$ cat config.mk
export PLATFORM = sky130hd
export DESIGN_NAME = aurora_latency_sequencer
export DESIGN_NICKNAME = d
export VERILOG_FILES = /design/src/rtl/aurora_latency_sequencer.sv
export SDC_FILE = /design/constraint.sdc
export NUM_CORES = 1
export LEC_CHECK = 0
export ABC_CLOCK_PERIOD_IN_PS = 6250
export CAP_MARGIN = 20
export CORE_MARGIN = 2
export CORE_UTILIZATION = 50
export DETAILED_ROUTE_END_ITERATION = 7
export PLACE_DENSITY = 0.78
export REMOVE_ABC_BUFFERS = 1
export SLEW_MARGIN = 20
export SYNTH_ARGS = -nofsm -noshare
export SYNTH_HDL_FRONTEND = slang
export SYNTH_SLANG_ARGS = --single-unit
$ cat constraint.sdc
create_clock -name clk_i -period 6.25 [get_ports clk_i]
set_input_delay 1.5625 -clock clk_i [delete_from_list [all_inputs] [get_ports clk_i]]
set_output_delay 1.5625 -clock clk_i [all_outputs]
set_load 0.01 [all_outputs]
$ cat src/rtl/aurora_latency_sequencer.sv
// ---------------------------------------------------------------------------
// aurora_latency_sequencer
//
// Drives one clock-cycle timer to measure Aurora link round-trip latency.
// A run is N_MEAS trials. Each trial does the following:
//   1. clear the timer
//   2. request a test-pattern send
//   3. start the timer on acknowledge
//   4. stop the timer on pattern match or on timeout
//   5. let the timer settle, then sample it
// Matched trials feed min/max/sum statistics for the readout register block.
//
// state    | meaning
// ---------+-----------------------------------------------------------
// IDLE     | waiting for cmd_start_i
// CLEAR    | one-cycle timer_rst_o pulse
// SEND     | send_req_o held until send_ack_i
// WAIT_RX  | timer running, waiting for rx_match_i or timeout
// SETTLE   | two cycles (first carries timer_stop_o) for timer to freeze
// SAMPLE   | fold timer_count_i into statistics, advance trial counter
// DONE     | statistics valid, done_o held until next cmd_start_i
//
// Ports
//   clk_i, reset_i            clock, async active-high reset
//   cmd_start_i, cmd_abort_i  one-cycle run / abort requests
//   send_req_o, send_ack_i    pattern generator handshake
//   rx_match_i                pattern checker match pulse
//   timer_rst_o/start_o/stop_o, timer_count_i   timer control and value
//   busy_o, done_o            run status
//   min_lat_o, max_lat_o, sum_lat_o, n_ok_o, n_timeout_o   statistics
// All outputs are registered.
// ---------------------------------------------------------------------------
module aurora_latency_sequencer #(
    parameter int N_MEAS  = 16,
    parameter int TIMEOUT = 65535,
    parameter int WIDTH   = 32
) (
    input  logic             clk_i,
    input  logic             reset_i,
    input  logic             cmd_start_i,
    input  logic             cmd_abort_i,
    output logic             send_req_o,
    input  logic             send_ack_i,
    input  logic             rx_match_i,
    output logic             timer_rst_o,
    output logic             timer_start_o,
    output logic             timer_stop_o,
    input  logic [WIDTH-1:0] timer_count_i,
    output logic             busy_o,
    output logic             done_o,
    output logic [WIDTH-1:0] min_lat_o,
    output logic [WIDTH-1:0] max_lat_o,
    output logic [WIDTH+7:0] sum_lat_o,
    output logic [7:0]       n_ok_o,
    output logic [7:0]       n_timeout_o
);

    typedef enum logic [2:0] {
        S_IDLE, S_CLEAR, S_SEND, S_WAIT_RX, S_SETTLE, S_SAMPLE, S_DONE
    } state_t;

    state_t             state_q, state_d;
    logic [23:0]        tmo_q, tmo_d;
    logic               settle_q, settle_d;
    logic               ok_q, ok_d;
    logic [7:0]         trial_q, trial_d;
    logic [WIDTH-1:0]   min_q, min_d, max_q, max_d;
    logic [WIDTH+7:0]   sum_q, sum_d;
    logic [7:0]         n_ok_q, n_ok_d, n_to_q, n_to_d;
    logic               send_req_q, send_req_d, busy_q, busy_d, done_q, done_d;
    logic               t_rst_q, t_rst_d, t_start_q, t_start_d, t_stop_q, t_stop_d;

    logic idle_like, abort_ok, start_ok, rx_end;

    assign idle_like = (state_q == S_IDLE) || (state_q == S_DONE);
    assign abort_ok  = cmd_abort_i && !idle_like;
    assign start_ok  = cmd_start_i && idle_like;
    // A match on the timeout cycle wins: rx_match_i decides ok vs. lost.
    assign rx_end    = (state_q == S_WAIT_RX) && (rx_match_i || tmo_q == 24'd0);

    // State and datapath registers
    always_ff @(posedge clk_i or posedge reset_i) begin
        if (reset_i) begin
            state_q    <= S_IDLE;
            tmo_q      <= '0;
            settle_q   <= 1'b0;
            ok_q       <= 1'b0;
            trial_q    <= '0;
            min_q      <= '1;
            max_q      <= '0;
            sum_q      <= '0;
            n_ok_q     <= '0;
            n_to_q     <= '0;
            send_req_q <= 1'b0;
            busy_q     <= 1'b0;
            done_q     <= 1'b0;
            t_rst_q    <= 1'b0;
            t_start_q  <= 1'b0;
            t_stop_q   <= 1'b0;
        end else begin
            state_q    <= state_d;
            tmo_q      <= tmo_d;
            settle_q   <= settle_d;
            ok_q       <= ok_d;
            trial_q    <= trial_d;
            min_q      <= min_d;
            max_q      <= max_d;
            sum_q      <= sum_d;
            n_ok_q     <= n_ok_d;
            n_to_q     <= n_to_d;
            send_req_q <= send_req_d;
            busy_q     <= busy_d;
            done_q     <= done_d;
            t_rst_q    <= t_rst_d;
            t_start_q  <= t_start_d;
            t_stop_q   <= t_stop_d;
        end
    end

    // Next state
    always_comb begin
        state_d = state_q;
        case (state_q)
            S_IDLE, S_DONE: if (cmd_start_i) state_d = S_CLEAR;
            S_CLEAR:        state_d = S_SEND;
            S_SEND:         if (send_ack_i) state_d = S_WAIT_RX;
            S_WAIT_RX:      if (rx_end) state_d = S_SETTLE;
            S_SETTLE:       if (settle_q) state_d = S_SAMPLE;
            S_SAMPLE:       state_d = (trial_q + 8'd1 == 8'(N_MEAS)) ? S_DONE : S_CLEAR;
            default:        state_d = S_IDLE;
        endcase
        if (abort_ok) state_d = S_IDLE;
    end

    // Outputs and datapath next values, all registered
    always_comb begin
        tmo_d    = tmo_q;
        ok_d     = ok_q;
        trial_d  = trial_q;
        min_d    = min_q;
        max_d    = max_q;
        sum_d    = sum_q;
        n_ok_d   = n_ok_q;
        n_to_d   = n_to_q;
        // settle_q marks the second SETTLE cycle
        settle_d = (state_q == S_SETTLE);

        send_req_d = (state_d == S_SEND);
        busy_d     = (state_d != S_IDLE) && (state_d != S_DONE);
        done_d     = (state_d == S_DONE);
        t_rst_d    = (state_d == S_CLEAR) || abort_ok;
        t_start_d  = (state_q == S_SEND) && (state_d == S_WAIT_RX);
        t_stop_d   = (rx_end && !abort_ok) || abort_ok;

        if (start_ok) begin
            min_d   = '1;
            max_d   = '0;
            sum_d   = '0;
            n_ok_d  = '0;
            n_to_d  = '0;
            trial_d = '0;
        end

        // Down-counter reloaded while sending; reaches zero TIMEOUT cycles
        // after the first WAIT_RX cycle.
        if (state_q == S_SEND)
            tmo_d = 24'(TIMEOUT);
        else if (state_q == S_WAIT_RX && tmo_q != 24'd0)
            tmo_d = tmo_q - 24'd1;

        if (!abort_ok) begin
            if (rx_end) begin
                ok_d = rx_match_i;
                if (!rx_match_i) n_to_d = n_to_q + 8'd1;
            end
            if (state_q == S_SAMPLE) begin
                trial_d = trial_q + 8'd1;
                if (ok_q) begin
                    if (timer_count_i < min_q) min_d = timer_count_i;
                    if (timer_count_i > max_q) max_d = timer_count_i;
                    sum_d  = sum_q + {8'd0, timer_count_i};
                    n_ok_d = n_ok_q + 8'd1;
                end
            end
        end
    end

    assign send_req_o    = send_req_q;
    assign busy_o        = busy_q;
    assign done_o        = done_q;
    assign timer_rst_o   = t_rst_q;
    assign timer_start_o = t_start_q;
    assign timer_stop_o  = t_stop_q;
    assign min_lat_o     = min_q;
    assign max_lat_o     = max_q;
    assign sum_lat_o     = sum_q;
    assign n_ok_o        = n_ok_q;
    assign n_timeout_o   = n_to_q;

endmodule

==> summary.txt <==
Clock Latency Late Sink: 0.43 ns
Hold Violations, Final: 0
dominant synthesized flop cell: dfrtp_1
design area: 13100 um2
crit start category: input pin
max cap viols: 0
final worst slack: 1.43 ns
Avg WL per Cell: 17.0 um
RD Place Congestion: 0.910
first-pass iteration count of the detailed router: 7
Synth cell types: 64
fraction of layout cells with a size suffix above 1: 6.69%
CP Max Fanout: 32
hold-critical path depth: 1
# port buffers: 163
Hold WS: 0.483 ns
Clk pin slew, worst setup/hold paths: 0.07 ns
Post-synth EDFFs: 0
pin count of the biggest net entering global routing: 95
H-tree depth: 4
die width: 150 um
ys async rst share: 100%
final total negative setup slack: 0 ns
Initial DRC Count: 359
dpl hpwl: 20300 um
I/O pins: 164
vias in the first global route: 9062
clk root buf: clkbuf_16
Crit. End Element: flop
drt drc: 0
worst r2r path cells: 11
Die H: 150 um
combinational power share: 23.1%
mean post-synth cell area: 8.98 um2
cell accounting for the most synthesized area: dfrtp_1
synth warn: 0
total CTS buffers: 17
Clk pwr share: 36.6%
CP Class: in -> reg
Crit path required time: 6.60 ns
post-synthesis register bit count: 163
gate count of the mapped netlist: 1186
vias per inst: 5.71
final setup fails: 0
Synth top area share: 30.8%
Mapped Area: 10600 um2
total global routing overflow: 0
Seq pwr share: 40.3%
switching share of total power: 33.0%
via count: 9256
Final Critical Period: 4.82 ns
Max Freq: 208 MHz
Net Sw Power: 0.970 mW
Synth-to-Final Area Change: 23.4%
setup repair bufs after CTS: 0
Lkg Pwr: 5.98 nW
Setup Skew: 0.0149 ns
initial core utilization: 50.8%
clk sink count: 163
top post-synthesis cells by area: dfrtp_1 (31%), ha_1 (12%), dfstp_2 (7.9%)
core box area: 21000 um2
post-CTS sizing: 0
maximum clock path buffer count: 2
Peak VDD IR: 258 uV
ant diodes: 0
fin crit share: 77.1%
hold_buf cts: 0
P_int: 1.97 mW
Rows: 53
initial antenna violation count: 0
Place WS: 1.12 ns
Routed WL: 27600 um
Detail Route Antenna Nets: 0
CTS tree: yes
Total GRT Usage: 25.3%
placed inst area: 12500 um2
commonest cells after routing, fill and taps aside: clkdlybuf4s50_1 (163), nand2_1 (141), dfrtp_1 (131)
most common cell after layout, fill and taps aside: clkdlybuf4s50_1
run status: completed
Hold Crit Class: reg -> reg
die area: 22500 um2
Least-Margin Pin Slew: 0.951 ns
PwrDens: 224 nW/um2
Rel. slew slack: 36.4%
fill count: 1808
RSZ-0062 raised after global routing: false
Critical Path AT: 5.16 ns
Final Max Slew Viols: 0
sequential fraction of the synthesis area: 38.7%
global-route wire length before repair: 45400 um
layout net count: 1473
## cells by family (layout without fill, tap and decap cells)
kind of cell / after synthesis / in the layout / share of synthesized area, %
DFF: 163 / 163 / 38.7
buffers and inverters: 154 / 314 / 5.58
xor gates and xnor gates: 46 / 46 / 3.78
AOI/OAI and AO/OA: 257 / 257 / 15.5
muxes: 74 / 74 / 6.97
adders and majority gates: 102 / 102 / 12.1
and+or+nand+nor: 390 / 390 / 17.4
## per-stage QoR
step                      power (mW)  util (%)  std cells
after global placement          1.87      59.8       1589
after floorplan                 1.59         -       1143
final                           2.94      62.7       1621
after detailed placement        1.88      59.8       1589
after CTS                       2.96      62.7       1621
after global routing            3.09      62.7       1621
## per-layer routing
layer  routed length [um]  share of wire, %  track usage, %
met5                    0                 0               0
met4                  616               2.2            9.34
met3                 1510               5.5            5.03
met2                13300                48            42.6
met1                12200                44            32.3
## path summary, 6_finish.rpt
check | to | from | slack [ns]
min in group asynchronous | max_lat_o[2] | reset_i | 1.69
worst min register to register | n_timeout_o[7] | n_timeout_o[7] | 0.48
worst min-delay path | n_timeout_o[7] | n_timeout_o[7] | 0.48
max in group asynchronous | min_lat_o[22] | reset_i | 3.55
worst max-delay path | min_lat_o[24] | timer_count_i[21] | 1.43
worst max register to register | min_lat_o[24] | min_lat_o[21] | 2.53
## power by group through the flow
stage                     Combinational [mW]  Sequential [mW]  Clock (mW)
after floorplan                        0.388             1.20           0
after global placement                 0.665             1.20           0
after detailed placement               0.676             1.20           0
after CTS                              0.682             1.18        1.09
after global routing                   0.752             1.19        1.14
final                                  0.679             1.18        1.07
## Yosys cell counts, types with 10 or more instances
| cell | count |
|---|---|
| a211oi_1 | 12 |
| a21o_1 | 35 |
| a21oi_1 | 51 |
| a31oi_1 | 12 |
| and3_1 | 11 |
| clkbuf_1 | 34 |
| dfrtp_1 | 131 |
| dfstp_2 | 32 |
| ha_1 | 101 |
| inv_1 | 111 |
| mux2i_1 | 73 |
| nand2_1 | 142 |
| nand3_1 | 41 |
| nand4_1 | 25 |
| nor2_1 | 89 |
| nor3_1 | 18 |
| o211ai_1 | 15 |
| o21ai_0 | 70 |
| o21bai_1 | 10 |
| xnor2_1 | 28 |
| xor2_1 | 18 |
## area by class of cell
| cell class | instances | area (um2) | share of cell area (%) |
|---|---|---|---|
| sequential | 163 | 4120 | 31.3 |
| clock buffer | 17 | 425 | 3.24 |
| timing repair buffer | 171 | 1690 | 12.9 |
| multi-input combinational | 869 | 5970 | 45.4 |
| clock inverter | 15 | 170 | 1.29 |
| inverter | 111 | 422 | 3.21 |
| tap | 275 | 344 | 2.62 |
## critical path, stage by stage
cell,delay (ns)
clkdlybuf4s50_1,0.50
ha_1,0.35
a21o_1,0.19
a21o_1,0.17
a21oi_1,0.15
nor3_1,0.08
a2111oi_0,0.64
o211ai_1,0.41
a31oi_4,0.25
buf_4,0.54
mux2i_1,0.30
## state kept, by name (all words and copies together) (netlist names)
name,count
sum_lat_o,40
max_lat_o,32
min_lat_o,32
tmo_q,24
n_ok_o,8
n_timeout_o,8
trial_q,8
state_q,3
busy_o,1
done_o,1
ok_q,1
send_req_o,1
settle_q,1
timer_rst_o,1
timer_start_o,1
timer_stop_o,1
Note: power is estimated with default switching activity, not from simulation.
